--- src/rtl/intr_priority_ctrl.sv ---
// Six-source fixed-priority interrupt controller with an IDLE/REQ/HOLD request handshake.
// Optional feature: define INTR_NEST_EN to let higher-priority sources preempt in-service ones.
module intr_priority_ctrl #(
    parameter int EDGE_TRIG = 1
) (
    input  logic       CLK,
    input  logic       RST_N,
    input  logic [5:0] INTR_REQ,
    input  logic       MASK_WE,
    input  logic [5:0] MASK_WDATA,
    input  logic       INTA,
    input  logic       uret,
    output logic       INTR,
    output logic [2:0] INTR_ID,
    output logic [5:0] PENDING,
    output logic [5:0] IN_SERVICE
);
    typedef enum logic [1:0] {
        IDLE = 2'd0,
        REQ  = 2'd1,
        HOLD = 2'd2
    } state_t;

    state_t     state;
    logic [5:0] pending;
    logic [5:0] in_service;
    logic [5:0] mask;
    logic [5:0] req_prev;
    logic [5:0] isr_top;
    logic [5:0] nest_ok;
    logic [5:0] eligible;
    logic [5:0] ack_vec;
    logic [5:0] pending_nxt;
    logic [5:0] in_service_nxt;
    logic [2:0] cand_id;
    logic       ack;

    // Bit 0 is source 1, the highest priority; returns 1..6, or 0 when nothing is set.
    function automatic logic [2:0] first_id(input logic [5:0] v);
        logic [2:0] id;
        id = 3'd0;
        for (int i = 5; i >= 0; i--) begin
            if (v[i]) id = 3'(i + 1);
        end
        return id;
    endfunction

    assign isr_top = in_service & (~in_service + 6'd1);

`ifdef INTR_NEST_EN
    // Sources strictly above the highest-priority in-service one; all ones when nothing is in service.
    assign nest_ok = isr_top - 6'd1;
`else
    assign nest_ok = (in_service == 6'd0) ? 6'h3f : 6'h00;
`endif

    assign eligible = pending & ~mask & ~in_service & nest_ok;
    assign cand_id  = first_id(eligible);
    assign ack      = (state == REQ) && INTA;

    always_comb begin
        // NOTE: give every combinationally assigned signal a default first so no path infers a latch.
        ack_vec = '0;
        for (int i = 0; i < 6; i++) begin
            ack_vec[i] = ack && (INTR_ID == 3'(i + 1));
        end
    end

    // Return clears using the pre-edge in_service; a same-cycle acknowledge is OR'd in so it wins.
    assign in_service_nxt = (in_service & ~(uret ? isr_top : 6'd0)) | ack_vec;

    generate
        if (EDGE_TRIG != 0) begin : g_edge
            assign pending_nxt = (pending & ~ack_vec) | (INTR_REQ & ~req_prev);
        end else begin : g_level
            assign pending_nxt = INTR_REQ;
        end
    endgenerate

    always_ff @(posedge CLK or negedge RST_N) begin
        if (!RST_N) begin
            pending    <= '0;
            in_service <= '0;
            mask       <= '0;
            req_prev   <= '0;
        end else begin
            // NOTE: sequential state uses non-blocking assignments so every register sees pre-edge values.
            pending    <= pending_nxt;
            in_service <= in_service_nxt;
            req_prev   <= INTR_REQ;
            if (MASK_WE) mask <= MASK_WDATA;
        end
    end

    always_ff @(posedge CLK or negedge RST_N) begin
        if (!RST_N) begin
            state   <= IDLE;
            INTR    <= 1'b0;
            INTR_ID <= 3'd0;
        end else begin
            case (state)
                IDLE: begin
                    if (cand_id != 3'd0) begin
                        state   <= REQ;
                        INTR    <= 1'b1;
                        INTR_ID <= cand_id;
                    end
                end
                REQ: begin
                    if (INTA) begin
                        state   <= HOLD;
                        INTR    <= 1'b0;
                        INTR_ID <= 3'd0;
                    end else if (cand_id == 3'd0) begin
                        state   <= IDLE;
                        INTR    <= 1'b0;
                        INTR_ID <= 3'd0;
                    end else begin
                        INTR_ID <= cand_id;
                    end
                end
                HOLD: begin
                    state   <= IDLE;
                    INTR    <= 1'b0;
                    INTR_ID <= 3'd0;
                end
                default: begin
                    state   <= IDLE;
                    INTR    <= 1'b0;
                    INTR_ID <= 3'd0;
                end
            endcase
        end
    end

    assign PENDING    = pending;
    assign IN_SERVICE = in_service;

endmodule
--- config.mk ---
export PLATFORM = sky130hd
export DESIGN_NAME = intr_priority_ctrl
export DESIGN_NICKNAME = d
export VERILOG_FILES = /design/src/rtl/intr_priority_ctrl.sv
export SDC_FILE = /design/constraint.sdc
export NUM_CORES = 1
export LEC_CHECK = 0
export ABC_CLOCK_PERIOD_IN_PS = 3200
export BUFFER_PORTS_ARGS = -buffer_cell sky130_fd_sc_hd__buf_2
export CORE_MARGIN = 2
export CORE_UTILIZATION = 54
export DETAILED_ROUTE_END_ITERATION = 12
export GPL_TIMING_DRIVEN = 0
export PLACE_DENSITY = 0.82
export SYNTH_ARGS = -nofsm -noshare
export SYNTH_HDL_FRONTEND = slang
export SYNTH_SLANG_ARGS = --single-unit
--- constraint.sdc ---
create_clock -name CLK -period 3.2 [get_ports CLK]
set_clock_uncertainty 0.05 [all_clocks]
set_input_delay 0 -clock CLK [delete_from_list [all_inputs] [get_ports CLK]]
set_output_delay 0 -clock CLK [all_outputs]
set_load 0.01 [all_outputs]
==> results.md, run 1 <==
- Setup repair after global routing left no endpoint under its margin.
- The internal portion of the total power is 780 uW.
- The total standard cell area after synthesis is 1190 sq um.
- The overflow left after global routing is 0.
- The pin count of the biggest net entering global routing is 30.
- The filler cell count in the final layout is 153.
- The start point of the worst min-delay path is MASK_WE.
- The total power divided by cell area is 688 nW/um^2.
- The tree built by TritonCTS fans out to 29 sinks.
- The post-route cell area is 1640 sq um.
- The mean area per synthesized cell is 11.6 sq um.
- The CTS tree is yes.
- The endpoint identified for the worst register-to-register timing path is INTR_ID[1].
- The height of the die is 51.0 microns.
- The relative area change from synthesis to final layout is 37.4%.
- The post-CTS clock slew at the launch and capture registers of the worst setup and hold paths is 0.09 ns.
- The beginning of the critical path is MASK_WDATA[4].
- The initial standard-cell utilization of the core is 55.4%.
- The clock reaches the later pin of the worst-skew pair after 0.33 ns.
- The detail route stage leaves a number of antenna-violating nets equal to 0.
- The worst setup slack before clock tree synthesis is 1.71 ns.
- The share of the synthesized area in the top cell type is 60.9%.
- The mean routed wirelength per cell is 13.1 microns.
- The number of clock buffers added by TritonCTS is 5.
- The via count of the first global-routing pass was 967.
- Across the run, the number of max-cap violations was 0.
- CTS placed an instance of sky130_fd_sc_hd__clkbuf_4 at the clock tree root.
- The run finished with clean final reports.
- Global routing consumed, on the met3 layer, 8.19% of the routing resources.
- The part of the total power dissipated in combinational logic is 29.1%.
- The maximum frequency from static timing analysis is 0.586 GHz.
- The number of setup violations in the final report is 0.
- Dividing the final minimum period by the clock period gives 53.4%.
- The number of cells produced by synthesis is 103.
- The most common library cell in the layout ignoring fill and taps is sky130_fd_sc_hd__buf_2.
- After synthesis, flip-flops and latches occupy 60.9% of the total area.
- The count of final max-slew check failures is 0.
- The actual transition at the worst max-transition pin is 0.605 ns.
- The final standard cell utilization of the core is 76.2%.
- The met2 global-route usage is 38.3%.
- The total negative slack for setup checks is 0 ns.
- Net switching is 30.7% of the power.
- The sequential power share is 43.3%.
- The nature of the critical path endpoint is a register.
- The H-tree was split into 2 levels.
- Counting instances, the worst hold path has a depth of 2.
- The global routing usage summed across all routing layers is 22.7%.
- After layout, the worst setup slack is 1.49 ns.
- The library cells used most frequently in the layout, excluding fill and tap cells, are sky130_fd_sc_hd__buf_2, sky130_fd_sc_hd__dfrtp_1, sky130_fd_sc_hd__dlygate4sd3_1, sky130_fd_sc_hd__nand2_1, sky130_fd_sc_hd__inv_1.
- The largest voltage drop on the vdd net is 514 uV.
- By area the synthesized netlist is led by sky130_fd_sc_hd__dfrtp_1, sky130_fd_sc_hd__mux2_2, sky130_fd_sc_hd__nand2_1.
- After floorplanning, the core was sized to cover 2150 sq um.
- The count of port buffers added during placement is 31.
- The routed layout has 951 vias.
- The average via count per standard cell is 5.09.
- Final hold analysis gives a worst-case slack of 0.0709 ns.
- The worst-case register-to-register setup slack is 1.67 ns.
- In this run, the number of DRC markers left after iteration 0 of detailed routing was 17.
- The first-pass iteration count of the detailed router is 4.
- The count of state elements after synthesis is 29.
- The clock passes through at most 2 buffers.
- The total number of yosys warnings is 0.
- The antenna diode instance count is 0.
- The worst setup path is launched from an input pin.
- The routed wire length is 2460 microns.
- Data arrives at the worst endpoint at 1.88 ns.
- Of all nets on the critical path, the largest fanout is 1.
- The worst setup path category is input pin to register.
- The standby leakage power is 0.000829 uW.
- The count of distinct cell types in the synthesized netlist is 27.
- The placer's final routability congestion estimate is 0.773.
- The number of nets in the synthesized netlist is 120.
- The final hold violation count is 0.
- From left edge to right edge, the die measures 51.0 microns.
- The required time at the endpoint of the critical path is 3.37 ns.
- The power share of the clock group is 27.6%.
- The count of standard-cell rows is 17.
- Once detailed placement completed, the half-perimeter wirelength came to 1750 microns.
- In this run the tightest slew margin relative to its limit is 59.7%.
- In the routed design, unresolved DRC markers number 0.
- The kind of path behind the tightest hold check is input pin to register.
- met2 is the most crowded layer.
- In this run the critical register-to-register path is launched from IN_SERVICE[2].
- The final critical-path required period is 1.71 ns.
- The synthesized design spends more area on one cell type than any other, namely sky130_fd_sc_hd__dfrtp_1.
- The I/O pin count is 33.
- The capture endpoint of the worst hold path is mask[3].
- The first global-routing pass estimated 4130 microns of wire.
- For met1 alone, demand over resource in global routing was 25.4%.
- In the final layout, the share of cells above drive strength 1 is 31.4%.
- Counting cells, the worst reg-to-reg path comes to 4.
- The number of nets at the end of the flow is 175.
- The placed instances occupy a cell area of 1380 sq um.
- The area of the die is 2600 sq um.
- The number of antenna violations at the first check in global routing is 0.
- For this design the total switching power over the nets is 346 uW.
## synthesized netlist by cell type
master	instances
sky130_fd_sc_hd__a211oi_1	1
sky130_fd_sc_hd__a21oi_1	1
sky130_fd_sc_hd__a22o_1	4
sky130_fd_sc_hd__a22o_2	1
sky130_fd_sc_hd__a31oi_1	1
sky130_fd_sc_hd__a32o_1	3
sky130_fd_sc_hd__and2b_1	2
sky130_fd_sc_hd__and3b_1	1
sky130_fd_sc_hd__buf_2	1
sky130_fd_sc_hd__clkbuf_1	1
sky130_fd_sc_hd__dfrtp_1	29
sky130_fd_sc_hd__inv_1	9
sky130_fd_sc_hd__mux2_2	5
sky130_fd_sc_hd__nand2_1	12
sky130_fd_sc_hd__nand2b_1	3
sky130_fd_sc_hd__nand3_1	6
sky130_fd_sc_hd__nand3_2	1
sky130_fd_sc_hd__nand3b_1	1
sky130_fd_sc_hd__nor2_1	5
sky130_fd_sc_hd__nor2_2	1
sky130_fd_sc_hd__nor2b_1	4
sky130_fd_sc_hd__nor3b_2	1
sky130_fd_sc_hd__o21a_1	1
sky130_fd_sc_hd__o21ai_0	6
sky130_fd_sc_hd__o21bai_1	1
sky130_fd_sc_hd__o21bai_4	1
sky130_fd_sc_hd__or3_4	1
## worst max-delay path, stage by stage
cell,delay [ns]
sky130_fd_sc_hd__dlygate4sd3_1,0.53
sky130_fd_sc_hd__buf_2,0.11
sky130_fd_sc_hd__nand2_1,0.06
sky130_fd_sc_hd__dlygate4sd3_1,0.55
sky130_fd_sc_hd__o21ai_0,0.07
sky130_fd_sc_hd__dlygate4sd3_1,0.56
## state kept, by name, indices dropped and copies added, names as in the netlist
signal	cells
IN_SERVICE	6
PENDING	6
mask	6
req_prev	6
INTR_ID	3
INTR	1
state	1
## power groups by stage
stage,clock [uW],sequential (uW),combinational (uW)
floorplan,0,507,188
global placement,0,490,299
finish,311,488,328
CTS,316,488,330
global route,331,498,366
detailed placement,0,495,310
## worst max-delay path by stage
stage	to	slack [ns]	cells after the start
after global placement	INTR_ID[2]	1.74	4
final	mask[4]	1.49	6
after detailed placement	INTR_ID[1]	1.71	4
after CTS	mask[4]	1.54	6
after global routing	mask[4]	1.47	6
after floorplan	INTR_ID[0]	1.82	4
## through the flow
stage	std cells	power, uW
after floorplan	103	694
after global placement	162	789
after detailed placement	162	805
after CTS	187	1130
after global routing	187	1200
final	187	1130
## routing by layer
layer | routed length (microns) | part of all wire (%)
met5 | 0 | 0
met4 | 51 | 2.1
met3 | 159 | 6.5
met2 | 1250 | 51
met1 | 998 | 41
## cells by family (layout without fill, tap and decap cells)
kind of cell           Yosys count  after routing  share of synthesized area [%]
AOI/OAI and AO/OA               20             20                           13.2
and+or+nand+nor                 38             38                           17.5
muxes                            5              5                           4.73
buffers and inverters           11             67                           3.57
DFF                             29             29                           60.9
## area by class of cell
class                           count  area, sq um  area share [%]
Sequential cell                    29          726            44.3
Multi-Input combinational cell     63          423            25.8
Timing Repair Buffer               48          325            19.9
Clock buffer                        7         55.1            3.36
Tap cell                           28         35.0            2.14
Inverter                            9         33.8            2.06
Clock inverter                      1         30.0            1.83
Buffer                              2         8.76           0.535
## timing repair
| action | CTS | global route |
|---|---|---|
| buffers inserted | 0 | 0 |
| gates resized for setup | 0 | 0 |
| hold buffers | 17 | 0 |
| endpoints found under the hold margin | 53 | 0 |
Note: power is estimated with default switching activity, not from simulation.
==> run 2, diff against run 1 <==
ABC_CLOCK_PERIOD_IN_PS = 1800   (was 3200)
CORE_UTILIZATION = 50   (was 54)
PLACE_DENSITY = 0.77   (was 0.82)
clock period = 1.8 ns   (was 3.2 ns; I/O delays follow)
==> run 2 against run 1 <==
Compared with the run above: final cell count shrank 1.6%; flip-flop and latch count did not move; setup slack got worse by 1.2 ns; non-clock buffer count down 2; highest routed layer unchanged.
==> results.md, run 2 (synthesis results as in run 1) <==
- The run finished with clean final reports.
- Of all nets on the critical path, the largest fanout is 5.
- The CTS root buffer is sky130_fd_sc_hd__clkbuf_4.
- The top cell types in the final layout, fill and taps aside, are sky130_fd_sc_hd__buf_2, sky130_fd_sc_hd__dfrtp_1, sky130_fd_sc_hd__dlygate4sd3_1, sky130_fd_sc_hd__nand2_1, sky130_fd_sc_hd__inv_1.
- The later pin in the worst-skew pair is clocked with a latency of 0.32 ns.
- The routed wire length is 2520 microns.
- The kind of start point of the critical path is a register.
- Across the VDD grid, the largest voltage drop is 961 uV.
- Counting every sink on the clock net gives 29.
- The maximum buffer depth of the clock tree is 2.
- The required time at the endpoint of the critical path is 2.00 ns.
- The post-CTS clock slew at the launch and capture registers of the worst setup and hold paths is 0.09 ns.
- The number of nets at the end of the flow is 173.
- The number of setup violations in the final report is 0.
- Measured along the x axis, the die boundary spans 52.8 microns.
- The overflow left after global routing is 0.
- The number of buffers added for setup after CTS is 0.
- The H-tree was split into 2 levels.
- STA classifies the critical path endpoint as a register.
- The die covers 2790 sq um.
- The highest layer touched by signal routing is met4.
- The count of port buffers added during placement is 31.
- The final critical-path required period is 1.51 ns.
- Detailed routing inserted a total of 951 vias.
- The maximum frequency from static timing analysis is 0.664 GHz.
- Summed over all nets, the half-perimeter wirelength after detailed placement is 1850 microns.
- TritonCTS built the clock tree.
- The remaining routing DRC violations is 0.
- The final hold violation count is 0.
- The most common library cell in the layout ignoring fill and taps is sky130_fd_sc_hd__buf_2.
- The filler cell count in the final layout is 168.
- The multi-input gate area in the final layout is 423 sq um.
- At the pin with the least slew margin, the transition time is 0.634 ns.
- The total power divided by cell area is 1160 nW/um^2.
- The number of max-cap violations is 0.
- The wire length of the first global-routing pass is 4160 microns.
- Entering global routing, the biggest net connects 30 pins.
- The number of buffers inserted during clock tree synthesis is 5.
- Once the floorplan was initialized, standard cells occupied 53.3% of the core.
- The placeable core region is 2230 sq um.
- The ratio of cells with drive above 1 in the final layout is 31.4%.
- The number of antenna violations at the first check in global routing is 0.
- The wire length on met2 is 1170 microns.
- The congestion estimate from routability-driven global placement came to 0.737.
- For this run, the detailed router's first-pass iteration total came to 5.
- At the worst endpoint, the arrival time is 1.71 ns.
- The standby leakage power is 0.000808 uW.
- In this run the worst hold path is classified as input pin to register.
- The worst setup path is of the register to register kind.
- The count of standard-cell rows is 17.
- 33 I/O pins were placed.
- The worst pin sits at a relative slew slack of 57.8%.
- Relative to the synthesized area, the layout overhead comes to 33.2%.
- Setup repair after global routing left no endpoint under its margin.
- In the final routed layout, each cell accounts on average for 13.7 microns.
- The via count of the first global-routing pass is 931.
- The portion of the clock cycle consumed by the worst path in the final layout is 83.6%.
- For this block, the initial DRC count from the detailed router was 28.
- The remaining number of nets flagged by the antenna check after routing is 0.
- The final critical-path setup slack is 0.294 ns.
- The total negative slack for setup checks is 0 ns.
- The height of the die is 52.8 microns.
- In the final layout, flip-flops and latches occupy 726 sq um.
- After detailed routing, the wire length on met1 is 1090 microns.
- Dividing the detail-routed via count by the number of cells gives 5.17.
- Timing analysis after detailed placement gives a worst setup slack of 0.332 ns.
- The antenna diode instance count is 0.
- Global routing used 22.3% of the available tracks across all layers.
- Summed over all nets, wire length on met3 after detailed routing comes to 188 microns.
- The count of final max-slew check failures was 0.
## run 2: cell types whose count changed in the layout (fill, tap and decap cells not counted)
cell,before,now
sky130_fd_sc_hd__dlygate4sd3_1,17,15
sky130_fd_sc_hd__bufinv_16,1,0
## run 2: area by class of cell
class | instances | share of cell area, %
flip-flops and latches | 29 | 45.7
well taps | 28 | 2.21
multi-input cells | 63 | 26.7
plain buffers | 2 | 0.552
repair buffers | 46 | 19.2
inverters | 9 | 2.13
clock buffers | 7 | 3.47
## run 2: path summary, 6_finish.rpt
path,startpoint,endpoint,slack [ns],cells after the start
hold reg to reg,req_prev[5],PENDING[5],0.37,1
max in group asynchronous,RST_N,PENDING[1],1.10,2
min in group asynchronous,RST_N,mask[2],0.17,2
setup reg to reg,IN_SERVICE[2],INTR_ID[0],0.29,4
setup / recovery,IN_SERVICE[2],INTR_ID[0],0.29,4
hold / removal,MASK_WE,mask[4],0.03,3
## run 2: metal layers
| layer | global-route usage [%] | up-vias |
|---|---|---|
| met3 | 10.9 | 10 |
| li1 | - | 457 |
| met4 | 11.1 | 0 |
| met5 | 0 | - |
| met2 | 33.8 | 49 |
| met1 | 26.2 | 435 |
## run 2: critical path, stage by stage (launching register included)
cell                       delay, ns
sky130_fd_sc_hd__dfrtp_1        0.43
sky130_fd_sc_hd__nor2_1         0.19
sky130_fd_sc_hd__nand3_1        0.14
sky130_fd_sc_hd__a211oi_1       0.42
sky130_fd_sc_hd__a32o_1         0.20
## run 2: metrics by stage
step / hold slack, ns / util (%) / std cells / area, sq um / power (uW)
finish: 0.0276 / 71.0 / 184 / 1590 / 1840
global route: 0.0436 / 71.0 / 184 / 1590 / 1970
CTS: 0.0193 / 71.0 / 184 / 1590 / 1860
detailed placement: 0.00360 / 61.8 / 162 / 1380 / 1440
global placement: -0.0117 / 61.8 / 162 / 1380 / 1410
floorplan: -0.346 / - / 103 / 1190 / 1230
## run 2: power by group
part / leakage (uW) / switching (uW) / internal (uW)
registers: 0.000342 / 105 / 764
clock network: 0.0000314 / 206 / 184
logic: 0.000434 / 294 / 288
total: 0.000808 / 605 / 1240
## run 2: what timing repair did
item / 4_1_cts / 5_1_grt
hold endpoints to repair: 53 / 0
hold buffers: 15 / 0
gates resized for setup: 0 / 0
==> run 3, diff against run 2 <==
ABC_CLOCK_PERIOD_IN_PS = 1320   (was 1800)
CORE_UTILIZATION = 45   (was 50)
PLACE_DENSITY = 0.73   (was 0.77)
clock period = 1.32 ns   (was 1.8 ns; I/O delays follow)
==> run 3 against run 2 <==
Compared with the run above: the run now ends with negative setup slack left; setup slack worse by 0.38 ns; clock power up 97%; routed wire length up 7.0%; non-clock buffer count is 6 higher; global-route usage is 3.8 points lower; final cell count up 4.9%; total power grew 59%; via count is 5.3% higher; sequential share of layout area is 3.3 points lower; clock-buffer cell count is the same; critical path depth did not move; critical endpoint is now INTR_ID[2].
==> results.md, run 3 (synthesis results as in run 1) <==
- The maximum net fanout on the critical path is 3.
- In this run the register-to-register setup slack is -0.08 ns.
- Leaving out fill and tap cells, the most frequent cells in the layout are sky130_fd_sc_hd__buf_2, sky130_fd_sc_hd__dfrtp_1, sky130_fd_sc_hd__dlygate4sd3_1, sky130_fd_sc_hd__nand2_1, sky130_fd_sc_hd__inv_1.
- Entering global routing, the biggest net connects 30 pins.
- The delay of the slowest cell on the worst path is 0.42 ns.
- The die is 55.5 microns wide.
- Static timing analysis puts the maximum clock frequency at 0.714 GHz.
- Fill cells in the final layout number 190.
- In the final routed layout, each cell accounts on average for 13.9 microns.
- The final layout contains 179 nets.
- Clock latency on the worst-skew pair, taken at its later pin, is 0.33 ns.
- The detail route stage leaves a number of antenna-violating nets equal to 0.
- The count of vias placed by the detailed router is 1001.
- The maximum buffer depth of the clock tree is 2.
- The antenna diode instance count is 0.
- The core region is 2500 sq um.
- The portion of the clock cycle consumed by the worst path in the final layout is 106%.
- In this run the worst hold path is classified as input pin to async pin.
- For this run, the total global-route usage over all layers was measured as 18.5%.
- The CTS sink count is 29.
- The most common library cell in the layout ignoring fill and taps is sky130_fd_sc_hd__buf_2.
- The standby leakage power is 0.000864 uW.
- The number of H-tree branching levels is 2.
- In this run the power density over the cells is 1700 nW/um^2.
- The worst path buffer plus inverter count is 0.
- The average via count per standard cell is 5.19.
- Prior to clock tree synthesis, the placed netlist has a worst setup slack of -0.187 ns.
- The CTS root buffer is sky130_fd_sc_hd__clkbuf_4.
- Subtracting the final worst setup slack from the clock period gives 1.40 ns.
- Setup repair after global routing could not meet its margin everywhere.
- The congestion estimate from routability-driven global placement came to 0.791.
- The die covers 3070 sq um.
- The relative area change from synthesis to final layout is 44.1%.
- The initialized floorplan defines 18 standard-cell rows.
- The number of max-cap violations is 0.
- Traced cell by cell, the critical path runs through and2b_1 -> or3_4 -> o21bai_4 -> a32o_1.
- For this run, design rule violations remaining after detail routing come to 0.
- The launch instance of the worst register-to-register path is PENDING[1].
- For this run, the share of the core covered by cells in the final layout is 68.7%.
- The first global-routing pass estimated 4280 microns of wire.
- The count of port buffers added during placement is 31.
- The ratio of cells with drive above 1 in the final layout is 38.7%.
- The cell class contributing the biggest share of worst-path delay is simple AND/OR/NAND/NOR gates.
- For the pin with the worst max-slew slack, the measured transition is 0.635 ns.
- Across the VDD grid, the largest voltage drop is 1190 uV.
- The count of final max-slew check failures is 0.
- The flow ran to the end, but the final reports show violations.
- The via count of the first global-routing pass is 956.
- Data on the critical path is required at its endpoint by 1.55 ns.
- The number of setup violations in the final report is 4.
- In this run the count of I/O pins placed on the die edge is 33.
- The initial standard-cell utilization of the core is 47.6%.
- The number of cells on the worst reg-to-reg path is 4.
- For the worst setup path, the data arrival time is 1.63 ns.
- The pre-antenna-repair detailed-routing pass consisted of 4 iterations.
- The number of antenna violations at the first check in global routing was 0.
- The number of DRC markers in iteration 0 is 37.
- The CTS tree is yes.
- In the final layout, flip-flops and latches occupy 728 sq um.
- The kind of start point of the critical path is a register.
- The headroom to the max-slew limit is 57.7%.
- The critical path in this run is classified as register to register.
- The overflow left after global routing is 0.
- The multi-input combinational cells in the finished layout cover a total of 462 sq um.
- The final reports fail on negative setup slack.
- The end of the worst register-to-register path is INTR_ID[2].
- The post-CTS clock slew at the launch and capture registers of the worst setup and hold paths is 0.10 ns.
- The final hold violation count is 0.
- The final critical-path setup slack is -0.0811 ns.
- The number of buffers inserted during clock tree synthesis is 5.
- For this design, the slowest cell found on the critical path is sky130_fd_sc_hd__dfrtp_1.
- The height of the die is 55.5 microns.
- The nature of the critical path endpoint is a register.
- The HPWL after detailed placement is 1850 microns.
- The routed wire length is 2690 microns.
[run 3: power by group]
part	internal, uW	switching [uW]
Sequential	1040	169
Combinational	500	443
Clock	452	315
[run 3: worst max-delay path by stage]
stage	startpoint	to	slack, ns	cells after the start
finish	PENDING[1]	INTR_ID[2]	-0.08	4
global route	PENDING[2]	INTR_ID[1]	-0.13	4
CTS	PENDING[2]	INTR_ID[2]	-0.08	4
detailed placement	IN_SERVICE[2]	INTR_ID[2]	-0.19	4
global placement	IN_SERVICE[2]	INTR_ID[1]	-0.10	4
floorplan	PENDING[2]	INTR_ID[0]	-0.06	4
[run 3: final cells by class]
| cell class | count | area share (%) |
|---|---|---|
| well taps | 30 | 2.19 |
| flip-flops and latches | 29 | 42.4 |
| multi-input cells | 63 | 26.9 |
| repair buffers | 54 | 21.6 |
| clock inverters | 1 | 1.75 |
| clock buffers | 7 | 3.21 |
| inverters | 9 | 1.97 |
[run 3: repair_timing]
action,in CTS,in global routing
setup buffers,4,2
setup endpoints to repair,7,7
hold buffers,17,0
pin swaps,3,4
resized for setup,4,6
hold endpoints to repair,54,0
cloned,0,0
[run 3: per-stage QoR]
step           cell area, sq um  hold WS [ns]  TNS [ns]  cells  total power (uW)
6_report                   1720         0.162    -0.232    193              2920
5_1_grt                    1720         0.200    -0.548    193              3080
4_1_cts                    1680         0.163    -0.225    192              2850
3_5_place_dp               1390       0.00726    -0.863    164              1970
3_3_place_gp               1390      -0.00778    -0.442    164              1930
2_1_floorplan              1200        -0.346    -0.196    103              1690
[run 3: worst register-to-register path, cell delays in order, from the launching register on]
cell and delay, ns:
sky130_fd_sc_hd__dfrtp_1 0.42, sky130_fd_sc_hd__and2b_1 0.19, sky130_fd_sc_hd__or3_4 0.36, sky130_fd_sc_hd__o21bai_4 0.14
sky130_fd_sc_hd__a32o_1 0.19
[run 3: metal layers]
| layer | GRT usage, % | up-vias | share of wire (%) |
|---|---|---|---|
| li1 | - | 472 | - |
| met2 | 29.4 | 39 | 48 |
| met1 | 22.8 | 484 | 42 |
| met5 | 0 | - | 0 |
| met4 | 8.36 | 0 | 1.8 |
| met3 | 6.32 | 6 | 7.5 |
